`config.mk`:
```
export PLATFORM = sky130hd
export DESIGN_NAME = seg7_scan_ctrl
export DESIGN_NICKNAME = d
export VERILOG_FILES = /design/src/rtl/seg7_pkg.sv /design/src/rtl/seg7_decode.sv /design/src/rtl/seg7_scan_ctrl.sv
export SDC_FILE = /design/constraint.sdc
export NUM_CORES = 1
export LEC_CHECK = 0
export BUFFER_PORTS_ARGS = -buffer_cell sky130_fd_sc_hd__buf_2
export CAP_MARGIN = 25
export CORE_UTILIZATION = 35
export CTS_CLUSTER_SIZE = 40
export DETAILED_ROUTE_END_ITERATION = 8
export SKIP_CTS_REPAIR_TIMING = 1
export SYNTH_ARGS = -nofsm -noshare
export SYNTH_HDL_FRONTEND = slang
export SYNTH_HIERARCHICAL = 1
export SYNTH_SLANG_ARGS = --single-unit
```
`constraint.sdc`:
```
create_clock -name clk -period 7.8 [get_ports clk]
set_input_delay 1.17 -clock clk [delete_from_list [all_inputs] [get_ports clk]]
set_output_delay 1.17 -clock clk [all_outputs]
set_load 0.03 [all_outputs]
```
`src/rtl/seg7_pkg.sv`:
```
// Shared types and constants for the multiplexed 7-segment scan controller.
// Latency: n/a (types and constants only).
// Backpressure: n/a.
//
// Contents:
//   state_t    - scan FSM states (OFF, SHOW, BLANK)
//   seg7_t     - 7-bit segment vector, bit0=A ... bit6=G, active high
//   SEG7_TABLE - hex nibble to segment pattern lookup
package seg7_pkg;

    typedef enum logic [1:0] {
        OFF   = 2'd0,
        SHOW  = 2'd1,
        BLANK = 2'd2
    } state_t;

    typedef logic [6:0] seg7_t;

    // Patterns written G..A (MSB first).
    localparam seg7_t SEG7_TABLE [0:15] = '{
        7'b0111111,     // 0
        7'b0000110,     // 1
        7'b1011011,     // 2
        7'b1001111,     // 3
        7'b1100110,     // 4
        7'b1101101,     // 5
        7'b1111101,     // 6
        7'b0000111,     // 7
        7'b1111111,     // 8
        7'b1101111,     // 9
        7'b1110111,     // A
        7'b1111100,     // b
        7'b0111001,     // C
        7'b1011110,     // d
        7'b1111001,     // E
        7'b1110001      // F
    };

endpackage

```
`src/rtl/seg7_decode.sv`:
```
// Hex nibble to 7-segment pattern lookup.
// Latency: purely combinational, zero cycles.
// Backpressure: none, no handshake.
//
// Ports:
//   nibble - 4-bit hex value to display
//   seg    - active-high segment pattern, bit0=A ... bit6=G
module seg7_decode
    import seg7_pkg::*;
(
    input  logic [3:0] nibble,
    output logic [6:0] seg
);

    assign seg = SEG7_TABLE[nibble];

endmodule

```
`src/rtl/seg7_scan_ctrl.sv`:
```
// Time-multiplexed scan controller for NDIG common-cathode style 7-segment digits.
// Latency: outputs registered; a new display value appears at the next frame boundary (immediately when OFF).
// Backpressure: load_ready drops once a value is pending while scanning and returns when the frame wraps.
//
// Ports:
//   clk, rst_n           - single clock, asynchronous active-low reset
//   enable               - scanning runs while high; low forces all outputs off
//   load_valid/ready     - valid/ready handshake for a new display value
//   load_data, load_dp   - hex nibbles (nibble 0 = rightmost digit) and decimal points
//   seg, dp, an          - segment, decimal point and one-hot digit enables (active high)
//   frame_done           - one-cycle pulse when the scan wraps from the last digit to digit 0
//
// Build option: define SEG7_LZS_EN to blank leading zero digits (digit 0 always shown).
module seg7_scan_ctrl
    import seg7_pkg::*;
#(
    parameter int NDIG      = 4,
    parameter int TICK_DIV  = 100000,
    parameter int BLANK_CYC = 1000
) (
    input  logic                clk,
    input  logic                rst_n,
    input  logic                enable,
    input  logic                load_valid,
    output logic                load_ready,
    input  logic [4*NDIG-1:0]   load_data,
    input  logic [NDIG-1:0]     load_dp,
    output logic [6:0]          seg,
    output logic                dp,
    output logic [NDIG-1:0]     an,
    output logic                frame_done
);

    localparam int CNT_W = (TICK_DIV > 1) ? $clog2(TICK_DIV) : 1;
    localparam int IDX_W = (NDIG > 1) ? $clog2(NDIG) : 1;

    // One slot is TICK_DIV cycles: cnt runs 0..SHOW_LAST in SHOW, then on
    // through SLOT_LAST in BLANK, so it never exceeds TICK_DIV-1.
    localparam logic [CNT_W-1:0] SHOW_LAST = CNT_W'(TICK_DIV - BLANK_CYC - 1);
    localparam logic [CNT_W-1:0] SLOT_LAST = CNT_W'(TICK_DIV - 1);
    localparam logic [IDX_W-1:0] IDX_LAST  = IDX_W'(NDIG - 1);

    // ------------------------------------------------------------------
    // State
    // ------------------------------------------------------------------
    state_t                 state, state_d;
    logic [CNT_W-1:0]       cnt, cnt_d;
    logic [IDX_W-1:0]       idx, idx_d;

    logic [4*NDIG-1:0]      disp, disp_d;
    logic [NDIG-1:0]        disp_dp, disp_dp_d;
    logic [4*NDIG-1:0]      pend, pend_d;
    logic [NDIG-1:0]        pend_dp, pend_dp_d;
    logic                   pend_full, pend_full_d;

    logic [6:0]             seg_d;
    logic                   dp_d;
    logic [NDIG-1:0]        an_d;
    logic                   frame_done_d;

    logic                   wrap;
    logic                   xfer;
    logic [3:0]             nib;
    logic [6:0]             seg_dec;
    logic                   blank_digit;

    // The only thing that blocks a transfer is an occupied pending slot,
    // and that slot is always empty while OFF.
    assign load_ready = ~pend_full;
    assign xfer       = load_valid & load_ready;

    // ------------------------------------------------------------------
    // Next-state logic
    // ------------------------------------------------------------------
    always_comb begin
        state_d = state;
        cnt_d   = cnt;
        idx_d   = idx;
        wrap    = 1'b0;

        if (!enable) begin
            state_d = OFF;
            cnt_d   = '0;
            idx_d   = '0;
        end else begin
            case (state)
                OFF: begin
                    state_d = SHOW;
                    cnt_d   = '0;
                    idx_d   = '0;
                end
                SHOW: begin
                    cnt_d = cnt + CNT_W'(1);
                    if (cnt == SHOW_LAST) begin
                        state_d = BLANK;
                    end
                end
                BLANK: begin
                    if (cnt == SLOT_LAST) begin
                        state_d = SHOW;
                        cnt_d   = '0;
                        if (idx == IDX_LAST) begin
                            idx_d = '0;
                            wrap  = 1'b1;
                        end else begin
                            idx_d = idx + IDX_W'(1);
                        end
                    end else begin
                        cnt_d = cnt + CNT_W'(1);
                    end
                end
                default: begin
                    state_d = OFF;
                    cnt_d   = '0;
                    idx_d   = '0;
                end
            endcase
        end
    end

    // ------------------------------------------------------------------
    // Display / pending registers
    // ------------------------------------------------------------------
    always_comb begin
        disp_d      = disp;
        disp_dp_d   = disp_dp;
        pend_d      = pend;
        pend_dp_d   = pend_dp;
        pend_full_d = pend_full;

        if (state == OFF || !enable) begin
            // Not scanning (or about to stop): nothing can tear, so a
            // held value is flushed and a new one goes straight to disp.
            if (pend_full) begin
                disp_d    = pend;
                disp_dp_d = pend_dp;
            end
            if (xfer) begin
                disp_d    = load_data;
                disp_dp_d = load_dp;
            end
            pend_full_d = 1'b0;
        end else begin
            // Scanning: new values only take effect at a frame boundary.
            if (wrap && pend_full) begin
                disp_d      = pend;
                disp_dp_d   = pend_dp;
                pend_full_d = 1'b0;
            end
            if (xfer) begin
                pend_d      = load_data;
                pend_dp_d   = load_dp;
                pend_full_d = 1'b1;
            end
        end
    end

    // ------------------------------------------------------------------
    // Output generation, computed from next state so the registered
    // outputs change on the same edge as the state.
    // ------------------------------------------------------------------
    assign nib = disp_d[4*int'(idx_d) +: 4];

    seg7_decode u_decode (
        .nibble (nib),
        .seg    (seg_dec)
    );

`ifdef SEG7_LZS_EN
    logic [IDX_W-1:0] msnz;

    // Highest digit holding a nonzero nibble; digits above it are blanked.
    // With an all-zero value msnz stays 0, so digit 0 still shows "0".
    always_comb begin
        msnz = '0;
        for (int i = 0; i < NDIG; i++) begin
            if (disp_d[4*i +: 4] != 4'h0) begin
                msnz = IDX_W'(i);
            end
        end
        blank_digit = (idx_d > msnz);
    end
`else
    assign blank_digit = 1'b0;
`endif

    always_comb begin
        seg_d        = '0;
        dp_d         = 1'b0;
        an_d         = '0;
        frame_done_d = wrap;

        if (state_d == SHOW) begin
            an_d  = NDIG'(1) << idx_d;
            seg_d = blank_digit ? 7'd0 : seg_dec;
            dp_d  = disp_dp_d[idx_d];
        end
    end

    // ------------------------------------------------------------------
    // Registers
    // ------------------------------------------------------------------
    always_ff @(posedge clk or negedge rst_n) begin
        if (!rst_n) begin
            state      <= OFF;
            cnt        <= '0;
            idx        <= '0;
            disp       <= '0;
            disp_dp    <= '0;
            pend       <= '0;
            pend_dp    <= '0;
            pend_full  <= 1'b0;
            seg        <= '0;
            dp         <= 1'b0;
            an         <= '0;
            frame_done <= 1'b0;
        end else begin
            state      <= state_d;
            cnt        <= cnt_d;
            idx        <= idx_d;
            disp       <= disp_d;
            disp_dp    <= disp_dp_d;
            pend       <= pend_d;
            pend_dp    <= pend_dp_d;
            pend_full  <= pend_full_d;
            seg        <= seg_d;
            dp         <= dp_d;
            an         <= an_d;
            frame_done <= frame_done_d;
        end
    end

endmodule

```
### Word level (Yosys, flattened, before mapping)

Memories as Yosys holds them, arrays and structs flattened.
Cells that the tools add are included.

| cells by class | value |
|---|---|
| equal/unequal tests | 6 |
| shift operators | 2 |
| $mul | 0 |
| $lt $le $gt $ge | 2 |
| div/mod/pow operators | 0 |
| muxes and demuxes | 33 |
| add/sub/neg operators | 2 |
| bitwise operators | 4 |
| reduce and logical (&&, ||, !) cells | 6 |

Operators with widths:

| operator | count |
|---|---|
| 2-to-1 mux 16 bit | 4 |
| equality test 17 bit, second input constant | 2 |
| 2-to-1 mux 17 bit | 2 |
| case mux 17 bit (2 select lines) | 1 |
| 2-to-1 mux 7 bit | 3 |
| 2-to-1 mux 4 bit | 5 |
| adder 17 x 1 -> 17 bit, second input constant | 1 |
| indexed part select 16 x 5 -> 4 bit | 1 |
| 2-to-1 mux 2 bit | 6 |
| 2-to-1 mux 1 bit | 9 |
| case mux 2 bit (3 select lines) | 1 |
| >= comparator 5 bit, second input constant | 1 |
| NOT 4 -> 5 bit | 1 |
| equality test 2 x 1 -> 1 bit, second input constant | 2 |
| equality test 2 bit, second input constant | 2 |
| case mux 2 bit (2 select lines) | 1 |
| << shifter 1 x 2 -> 4 bit, first input constant | 1 |
| less-than comparator 2 x 3 -> 1 bit, second input constant | 1 |
| nonzero test 3 bit | 1 |
| adder 2 x 1 -> 2 bit, second input constant | 1 |
| binary-select mux 1 bit (select 2 bit) | 1 |
| zero test 2 bit | 1 |
| NOT 1 bit | 2 |
| AND reduction 2 bit | 1 |
| other kinds (4) | 4 |

| storage, ports and cells | value |
|---|---|
| memories | 1 |
| memory bits (writable) | 0 |
| memory bits (read-only) | 112 |
| input bits | 24 |
| register bits after elaboration | 75 |
| bits in latches | 0 |

Memory list:

| memory | depth | bits a word | rd ports | clocked after memory_dff | wr ports | RTL line | source |
|---|---|---|---|---|---|---|---|
| (name not given) | 16 | 7 | 1 | 0 | 0 | seg7_decode.sv:15 | `assign seg = SEG7_TABLE[nibble];` |

### Depth between registers and ports, before layout

Gate-level depths: netlist (run 1).

| depth | value |
|---|---|
| word-level depth | 14 |
| gate-level depth with buffers | 16 |

### Modules after synthesis

Netlist (run 1), hierarchy kept.

By module, submodules not included:

| module | times used | cells an instance | area each (sq um) |
|---|---|---|---|
| seg7_scan_ctrl | 1 | 316 | 3414.5 |
| seg7_decode | 1 | 33 | 290.3 |

### Worst setup path after synthesis (run 1)

Ideal clock, no wire load.

| path | value |
|---|---|
| path kind | input port to flip-flop |
| from | in enable |
| to | reg seg[3] |
| path slack | 4.164 ns |
| data required time | 7.680 ns |
| setup time | 0.120 ns |
| arrival time | 3.516 ns |
| path buffers | 1 |
| stages on the path | 10 |
| path through | nand2b_1 a22oi_1 clkbuf_1 o22ai_1 o31ai_1 a2bb2oi_1 inv_1 ha_1 mux4_1 and3_1 |

| between the ends | value |
|---|---|
| word-level cells in the longest chain between the ends | 10 |
| elaborated cells on any way between the ends | 15 |
| those cells by class | 1 x eq/ne; 1 x shift; 8 x mux; 1 x bitwise; 3 x reduce/logical; 1 x memory |

Ends and longest elaborated chain:

| element | RTL line | source |
|---|---|---|
| from (decl) | seg7_scan_ctrl.sv:23 | `input logic enable,` |
| 2-to-1 mux 1 bit | seg7_scan_ctrl.sv:81 | `if (!enable) begin` |
| logical AND 1 bit | seg7_scan_ctrl.sv:145 | `if (wrap && pend_full) begin` |
| 2-to-1 mux 16 bit | seg7_scan_ctrl.sv:145 |  |
| 2-to-1 mux 16 bit | seg7_scan_ctrl.sv:131 | `if (state == OFF \|\| !enable) begin` |
| indexed part select 16 x 5 -> 4 bit * | seg7_scan_ctrl.sv:162 | `assign nib = disp_d[4*int'(idx_d) +: 4];` |
| via nib[1] | seg7_scan_ctrl.sv:63 | `logic [3:0] nib;` |
| NOT 4 -> 5 bit (implied by the code) * | seg7_decode.sv:15 |  |
| memory read (16 x 7 bit) * | n/a |  |
| 2-to-1 mux 7 bit (implied by the code) * (2 in a row) | seg7_decode.sv:15 |  |
| via seg_dec[3] | seg7_scan_ctrl.sv:64 | `logic [6:0] seg_dec;` |
| 2-to-1 mux 7 bit * | seg7_scan_ctrl.sv:193 | `if (state_d == SHOW) begin` |
| via seg_d[3] | seg7_scan_ctrl.sv:56 | `logic [6:0] seg_d;` |
| to (signal assigned) | seg7_scan_ctrl.sv:226 | `seg <= seg_d;` |
| to (decl) | seg7_scan_ctrl.sv:28 | `output logic [6:0] seg,` |

Mark *: on every way through the listed nets, which the timed path passes. The rest lies on a longest branch. The select of a mux whose other input is x is not followed.
A chain may end at the register's enable or synchronous reset.

### Worst setup path in the final report (run 1)

Same ends and word-level chain as after synthesis.

==> run metrics, run 1 <==
die area=11000 µm²; fin crit period=3920 ps; largest net degree at the start of global routing=76; post-route clock period utilization=50.3%; IO Port Bufs=37; Chip Width=105 µm; Hold Path Stages=1; reg2reg setup slack=3930 ps; met1 GRT Util=19.8%; pwr/cell area=236 nW/µm²; worst-skew pair later-pin latency=350 ps; Int Power=717 µW; Antenna diodes=0; syn_nets=386; sequential power share=48.5%; GR Util met2=24.6%; Top Ports=38; upper clock frequency limit=255 MHz; post-synthesis cell count=349; combinational share of power=21.1%; Total GRT Usage=15.2%; Pleak=0.00194 µW; multi-input logic area=1680 µm²; CTS Root Cell=clkbuf_8; Die Ht=105 µm; crit end category=flop; ys flop type=dfrtp_1; Area Overhead vs Synth=14.5%; drt drc=0; Initial Utilization=36.0%; Net Sw Frac=28.3%; Sw Pwr=283 µW; Max Fanout on Critical Path=20; Placer Congestion=0.818; Vias/cell=4.95; fin nets=424; synth warn=6; syn_area_per_cell=10.6 µm²; Pre-antenna DRT Iters=4; EDFF count, synth=0; WP data arrival=4170 ps; Synth Cell Area=3700 µm²; Crit Path Category=in2reg; Setup Skew=15.7 ps; share of cells above drive strength 1=23.5%; vias in the first global route=2733; TritonCTS clock tree=done; Setup-failing EPs final=0; CTS buffer count=9; met3 GRT Util=3.93%; clock network power share=30.5%; Worst Hold Class=reg2reg; Initial DRC Count=90; TritonCTS Sinks=75; worst path required time=8040 ps; worst-margin pin slew=982 ps; Max IR drop VDD=0.161 mV; first-pass GRT wire length=13.2 mm; total congestion overflow=0; Post-Route WL=7.55 mm; Via Count=2611; status=finished, final reports clean; Post-DRT Antenna Nets=0; setup_tns=0 ps; Worst slew margin=34.3%; Min Hold Slack=491 ps; ys async rst share=100%; synthesis-stage register bit count=75; Max clock buf depth=2; reported max-cap violation count=0; CP Launch Type=input pin; core footprint=10300 µm²; Sequential cell area=1880 µm²; antenna violations before repair=0; HPWL after detailed placement=5.25 mm; Worst R2R Path Depth=12; routed len/inst=14.3 µm; RSZ-0062 raised after global routing=no; count of cell types in the netlist=55; Fin. Hold Viols=0; CTS clk-pin slew, worst paths=70 ps; Slew Viols, Final=0; Core Rows=37; dpl ws=3490 ps; H-tree depth=3; grt peak-use layer=met2; Filler cells=1023; final worst slack=3880 ps; Seq/Total Area, Yosys=50.7%
[per-stage QoR]
| stage | utilization [%] | instances | power [µW] | cell area [µm²] |
|---|---|---|---|---|
| finish | 41.3 | 527 | 1000 | 4240 |
| global route | 41.3 | 527 | 1060 | 4240 |
| CTS | 41.1 | 526 | 1010 | 4220 |
| detailed placement | 39.1 | 511 | 704 | 4020 |
| global placement | 39.0 | 510 | 696 | 4010 |
| floorplan | - | 349 | 646 | 3700 |
[Yosys cell counts, drive strengths merged, types with 3 or more instances]
library cell  instances  area (µm²)
buf                   7        43.8
ha                   13         163
nand4                 4        31.3
clkbuf                7        26.3
nor2b                 3        18.8
o22ai                20         125
mux2                 23         263
o21ai                 4        23.8
xnor2                 7        61.3
a31oi                 3        18.8
xor2                  8        70.1
a211oi                5        37.5
nand2b                3        18.8
nand2                14        60.1
and3                 14        87.6
nor2                 41         154
dfrtp                75        1880
a21oi                14        70.1
nand3                 9        45.0
inv                  23        86.3
nor3                 22         121
[cell families after synthesis]
group,count (synthesis),synth area share (%)
multiplexers,26,8.34
flip-flops,75,50.7
buffers and inverters,37,4.22
AND/OR/NAND/NOR,124,17.9
AO/OA/AOI/OAI,59,11.0
XOR/XNOR,15,3.55
adder cells (fa/ha/maj),13,4.39
[cell type report]
class                      count  share of cell area [%]
sequential                    75                    44.2
multi-input combinational    237                    39.5
timing repair buffer          41                    5.43
tap                          136                    4.01
clock buffer                  12                    3.66
inverter                      23                    2.04
clock inverter                 3                    1.09
[power by group through the flow]
stage,clock (µW),combinational (µW),sequential (µW)
5_1_grt,334,239,492
4_1_cts,316,213,485
6_report,305,211,485
3_5_place_dp,0,211,492
2_1_floorplan,0,143,503
3_3_place_gp,0,206,490
[flip-flops by register name, indices dropped and copies added, names as in the netlist]
name,flops
seg,7
disp_dp,4
pend_dp,4
pend,16
pend_full,1
idx,2
an,4
dp,1
state,2
frame_done,1
disp,16
cnt,17
[placed cells by master (no fill, tap or decap), types with 2 or more instances in the layout]
master	instances
dfrtp_1	75
nor2_1	41
buf_2	36
mux2_2	22
inv_1	21
nor3_1	21
o22ai_1	20
a21oi_1	14
and3_1	14
nand2_1	13
ha_1	13
clkbuf_8	11
nand3_1	9
xor2_1	8
xnor2_1	7
a211oi_1	5
buf_4	4
nand2b_1	3
o21ai_0	3
a31oi_1	3
nor2b_1	3
nand4_1	3
and2_1	2
inv_2	2
o31a_1	2
mux2i_1	2
[worst max-delay path, cell delays in order]
cell and delay [ps]:
buf_2 120, nand2b_1 170, nand3_1 600, o22ai_1 410, a211oi_1 90, a211oi_1 330
a31oi_1 160, inv_1 210, ha_1 270, mux4_1 480, and3_1 150
[metal layers]
layer / vias up / share of wire (%)
met3: 8 / 2.9
met1: 1265 / 49
met5: - / 0
met2: 32 / 47
met4: 0 / 1.1
li1: 1306 / -
[worst paths after layout]
check,start,to
worst max-delay path,enable,seg[3]$_DFF_PN0_
worst min-delay path,cnt[0]$_DFF_PN0_,cnt[0]$_DFF_PN0_
worst max register to register,cnt[0]$_DFF_PN0_,seg[3]$_DFF_PN0_
worst min register to register,cnt[0]$_DFF_PN0_,cnt[0]$_DFF_PN0_
max in group asynchronous,rst_n,pend[11]$_DFFE_PN0P_
min in group asynchronous,rst_n,cnt[11]$_DFF_PN0_
No activity file was read; power rests on OpenSTA's default activity.
==> run 2, diff against run 1 <==
==> constraint.sdc (replaced) <==
create_clock -name clk -period 3.3 [get_ports clk]
set_input_delay 0.495 -clock clk [delete_from_list [all_inputs] [get_ports clk]]
set_output_delay 0.495 -clock clk [all_outputs]
set_load 0.03 [all_outputs]
==> run 2 against run 1 <==
  * Clock skew decreased by 9.2 ps
  * First-iteration DRC count decreased by 5.6%
  * Wire length increased by 3.6%
  * Clock power increased to 2.8 times the previous value
  * Critical path type is now reg2reg
  * Sequential power increased by 140%
  * Via count increased by 6.0%
==> run metrics, run 2 (synthesis results as in run 1) <==
worst path required time=3550 ps; total congestion overflow=0; pwr/cell area=559 nW/µm²; fin nets=446; slowest stage cell, crit path=mux4_1; worst stage delay on the critical path=460 ps; Top Ports=38; number of flip-flops in the largest register=17; Worst slew margin=64.8%; cell repeated most along the worst path=buf_4; most frequent cells in the layout=dfrtp_1 (74), nor2_1 (39), buf_2 (36); Pleak=0.00208 µW; HPWL after detailed placement=5.48 mm; TritonCTS Sinks=75; dpl ws=-78.0 ps; Antenna diodes=0; H-tree depth=3; TritonCTS clock tree=done; CP Launch Type=flop; Pre-antenna DRT Iters=4; Area Overhead vs Synth=23.3%; final worst slack=86.6 ps; post-route clock period utilization=97.4%; Initial DRC Count=85; worst-margin pin slew=527 ps; CTS Root Cell=clkbuf_8; RSZ-0062 raised after global routing=yes; Placer Congestion=0.866; Post-Route WL=7.83 mm; worst-skew pair later-pin latency=360 ps; Sequential cell area=1880 µm²; Post-DRT Antenna Nets=0; largest net degree at the start of global routing=76; IO Port Bufs=37; Finished Core Util=44.4%; Die Ht=105 µm; Min Hold Slack=42.4 ps; crit end category=flop; Slew Viols, Final=0; Worst Hold Class=in2async; reported max-cap violation count=0; Initial Utilization=36.0%; WP data arrival=3460 ps; largest register by flop count=cnt; Max IR drop VDD=0.360 mV; Fin. Hold Viols=0; crit-path cells=nor4b_4 > and4_4 > a21oi_1 > a31o_4 > buf_4 > a211oi_1 > a211oi_2 > a31oi_2 > buf_4 > ha_1 > inv_1 > mux4_1 > and3_1; drt drc=0; top flop regs=cnt: 17 flops, disp: 16 flops, pend: 16 flops; commonest non-fill, non-tap cell in the layout=dfrtp_1; Crit Path Category=reg2reg; Via Count=2768; antenna violations before repair=0; CTS clk-pin slew, worst paths=80 ps; status=finished, final reports clean; Core Rows=37; Total GRT Usage=14.9%; fin crit period=3210 ps; Setup-failing EPs final=0; Setup Skew=6.54 ps; Filler cells=1016; vias in the first global route=2701; multi-input logic area=1760 µm²; Max clock buf depth=2; share of cells above drive strength 1=31.4%; Max Fanout on Critical Path=8; Chip Width=105 µm; Vias/cell=5.03; die area=11000 µm²; CTS buffer count=9; first-pass GRT wire length=12.9 mm; routed len/inst=14.2 µm; upper clock frequency limit=311 MHz; core footprint=10300 µm²
==> run 2: changes by cell type in the layout (fill, tap and decap cells not counted), moves of 2 or more <==
cell	change
a211oi_1	-2
a211oi_2	+2
buf_4	+19
bufinv_16	+2
clkbuf_8	-2
clkinv_2	+2
ha_1	-2
ha_2	+2
nor2_1	-2
nor2_2	+2
nor3_1	-2
==> run 2: metal layers <==
| layer | share of wire (%) | wire (µm) | global-route usage, % |
|---|---|---|---|
| met5 | 0 | 0 | 0 |
| met3 | 3.6 | 284 | 3.12 |
| met4 | 2.4 | 191 | 6.64 |
| met1 | 47 | 3670 | 19.6 |
| met2 | 47 | 3680 | 23.6 |
==> run 2: path summary, 6_finish.rpt <==
| check | startpoint | to | slack, ps | cells past startpoint |
|---|---|---|---|---|
| max | cnt[11]$_DFF_PN0_ | seg[3]$_DFF_PN0_ | 90 | 13 |
| min | rst_n | cnt[9]$_DFF_PN0_ | 40 | 1 |
| max reg2reg | cnt[11]$_DFF_PN0_ | seg[3]$_DFF_PN0_ | 90 | 13 |
| min reg2reg | cnt[0]$_DFF_PN0_ | cnt[0]$_DFF_PN0_ | 490 | 1 |
| max in group asynchronous | rst_n | disp[8]$_DFF_PN0_ | 2700 | 2 |
| min in group clk | load_data[8] | pend[8]$_DFFE_PN0P_ | 380 | 2 |
==> run 2: power breakdown <==
part / internal (µW) / leakage [µW] / switching [µW] / total [µW]
Combinational: 264 / 0.00102 / 296 / 560
Clock: 500 / 0.000119 / 350 / 850
Sequential: 1080 / 0.000937 / 64.2 / 1140
==> run 2: cell type report <==
cell class | count | area share [%]
Sequential cell | 75 | 41.1
Multi-Input combinational cell | 237 | 38.5
Timing Repair Buffer | 63 | 9.45
Tap cell | 136 | 3.73
Clock buffer | 9 | 2.71
Clock inverter | 7 | 2.55
Inverter | 23 | 1.95
==> run 2: per-stage QoR <==
stage	TNS [ps]	instance area, µm²	total power (µW)	cells
6_report	0	4570	2550	550
5_1_grt	-74.8	4570	2690	550
4_1_cts	-101	4410	2550	544
3_5_place_dp	-78.0	4170	1690	528
3_3_place_gp	0	4170	1680	528
2_1_floorplan	0	3700	1530	349
==> run 2: critical path, delay by kind of cell, from the launching register on <==
family / cells / cell delay [ps]
AO/OA/AOI/OAI: 5 / 800
adder cells (fa/ha/maj): 1 / 240
buffers and inverters: 3 / 380
flip-flops: 1 / 440
multiplexers: 1 / 460
AND/OR/NAND/NOR: 3 / 780
==> run 3, diff against run 2 <==
--- a/config.mk
+++ b/config.mk
@@ -5,6 +5,7 @@
 export SDC_FILE = /design/constraint.sdc
 export NUM_CORES = 1
 export LEC_CHECK = 0
+export ABC_AREA = 1
 export BUFFER_PORTS_ARGS = -buffer_cell sky130_fd_sc_hd__buf_2
 export CAP_MARGIN = 25
 export CORE_UTILIZATION = 35
==> run 3 against run 2 <==
  * Via count increased by 40%
  * Die area rose by 19%
  * Setup slack better by 250 ps
  * Cell count rose by 42%
  * Highest routed layer unchanged
==> run metrics, run 3 <==
Core Rows=40; first-pass GRT wire length=18.5 mm; Setup Skew=7.61 ps; reported max-cap violation count=0; Pre-antenna DRT Iters=4; TritonCTS clock tree=done; Max clock buf depth=2; Area Overhead vs Synth=15.9%; slowest stage cell, crit path=dfrtp_1; commonest non-fill, non-tap cell in the layout=nand2_1; Chip Width=114 µm; synthesis-stage register bit count=75; most frequent cells after synthesis=nand2_1 (150), dfrtp_1 (75), nand3_1 (75), inv_1 (62), nor2_1 (39); Max Fanout on Critical Path=14; Initial Utilization=36.3%; Worst Hold Class=in2async; post-route clock period utilization=89.9%; Filler cells=1245; upper clock frequency limit=337 MHz; ys async rst share=100%; Seq/Total Area, Yosys=42.6%; Sequential cell area=1880 µm²; Fin. Hold Viols=0; mux contribution to synthesized area=4.09%; CTS buffer count=9; drt drc=0; Finished Core Util=42.0%; syn_area_per_cell=7.75 µm²; Vias/cell=4.99; largest net degree at the start of global routing=76; dpl cells=758; core footprint=12200 µm²; most common cell in the synthesized netlist=nand2_1; Max IR drop VDD=0.359 mV; Top Ports=38; Pleak=0.00253 µW; Setup-failing EPs final=0; Synth Area in Simple Gates=35.0%; Worst slew margin=37.8%; number of flip-flops in the largest register=17; antenna violations before repair=0; TritonCTS Sinks=75; Tot Pwr=2600 µW; Slew Viols, Final=0; adder-cell share of the synthesized area=3.69%; Post-Route WL=10.5 mm; Post-DRT Antenna Nets=0; EDFF count, synth=0; Non-Filler Instances=779; count of cell types in the netlist=35; syn_nets=606; multi-input logic area=2150 µm²; vias in the first global route=3928; worst stage delay on the critical path=430 ps; crit-path cells=inv_2 > nand2_1 > nor2_2 > nand3_2 > nor3_4 > buf_6 > nand4_1 > nand3_1 > nand3_1 > nand2_1 > nand2_1 > nand2_1 > inv_1 > ha_1 > nand2_1 > o21ai_0 > nand2_1 > nand2_1 > inv_1 > nor2_1; synth warn=6; Area contributors post-synth=dfrtp_1 (43%), nand2_1 (13%), nand3_1 (8.5%); Yosys top cell area share=42.6%; WP data arrival=3180 ps; CTS Root Cell=clkbuf_16; crit end category=flop; top flop regs=cnt: 17 flops, disp: 16 flops, pend: 16 flops; fin crit period=2970 ps; status=finished, final reports clean; share of cells above drive strength 1=17.3%; Worst R2R Path Depth=20; CP Launch Type=flop; Via Count=3887; pwr/cell area=509 nW/µm²; leading area contributor after synthesis=dfrtp_1; main combinational cell family by area after synthesis=simple AND/OR/NAND/NOR gates; largest register by flop count=cnt; Initial DRC Count=200; routed len/inst=13.5 µm; HPWL after detailed placement=7.30 mm; Crit Path Category=reg2reg; die area=13100 µm²; worst path required time=3520 ps; setup_tns=0 ps; CTS clk-pin slew, worst paths=60 ps; post-synthesis cell count=569; worst-margin pin slew=931 ps; Antenna diodes=0; ys flop type=dfrtp_1; cell repeated most along the worst path=nand2_1; total congestion overflow=0; Die Ht=114 µm; IO Port Bufs=37; Total GRT Usage=18.1%; complex-gate fraction of the synthesized area=5.33%; Placer Congestion=0.846; Post-Synth XOR/XNOR Area=0.397%; most frequent cells in the layout=nand2_1 (149), nand3_1 (75), dfrtp_1 (75); worst-skew pair later-pin latency=340 ps; fin nets=643; H-tree depth=3; Synth Cell Area=4410 µm²
run 3: cell count changes after synthesis, sizes merged, moves of 16 or more:
cell	before	now
and2	2	18
nand3	9	78
nand2	14	153
o22ai	20	0
inv	23	67
nand4	4	23
run 3: metal layers:
metal | vias to the layer above | track usage (%) | routed length (µm)
met3 | 16 | 3.81 | 448
met1 | 1855 | 23.0 | 4730
met2 | 91 | 30.0 | 5160
li1 | 1925 | - | -
met4 | 0 | 7.01 | 200
met5 | - | 0 | 0
run 3: logic make-up (layout without fill, tap and decap cells):
| kind of cell | Yosys count | count (layout) |
|---|---|---|
| XOR/XNOR | 2 | 2 |
| AND/OR/NAND/NOR | 330 | 330 |
| multiplexers | 16 | 16 |
| AO/OA/AOI/OAI | 43 | 43 |
| flip-flops | 75 | 75 |
| adder cells (fa/ha/maj) | 13 | 13 |
| buffers and inverters | 90 | 132 |
run 3: report_power, final:
part	total (µW)	internal [µW]	switching [µW]
logic	463	184	280
registers	1120	1040	79.6
clock network	1020	644	378
total	2600	1870	737
run 3: stage by stage:
| step | hold slack, ps | setup slack, ps | instance area (µm²) |
|---|---|---|---|
| finish | 101 | 333 | 5110 |
| global route | 133 | -4.04 | 5110 |
| CTS | 347 | 283 | 5050 |
| detailed placement | 453 | 308 | 4730 |
| global placement | 443 | 394 | 4730 |
| floorplan | 199 | 703 | 4410 |
run 3: worst max-delay path: cells and delay by family, from the launching register on:
kind	cells	cell delay, ps
AOI/OAI and AO/OA	1	90
adders and majority gates	1	310
buffers and inverters	4	480
DFF	1	430
and+or+nand+nor	14	1540
run 3: final cells by class:
| class | instances | area share (%) |
|---|---|---|
| clock buffers | 12 | 5.22 |
| clock inverters | 4 | 0.930 |
| inverters | 67 | 4.97 |
| multi-input cells | 404 | 42.0 |
| flip-flops and latches | 75 | 36.7 |
| well taps | 168 | 4.11 |
| repair buffers | 49 | 6.00 |
run 3: worst paths after layout:
| path | from | end | slack, ps |
|---|---|---|---|
| min in group clk | load_data[11] | pend[11]$_DFFE_PN0P_ | 400 |
| max in group asynchronous | rst_n | pend[6]$_DFFE_PN0P_ | 2620 |
| worst min-delay path | rst_n | cnt[7]$_DFF_PN0_ | 100 |
| worst max-delay path | cnt[6]$_DFF_PN0_ | seg[3]$_DFF_PN0_ | 330 |
| worst min register to register | cnt[0]$_DFF_PN0_ | cnt[0]$_DFF_PN0_ | 470 |
| worst max register to register | cnt[6]$_DFF_PN0_ | seg[3]$_DFF_PN0_ | 330 |
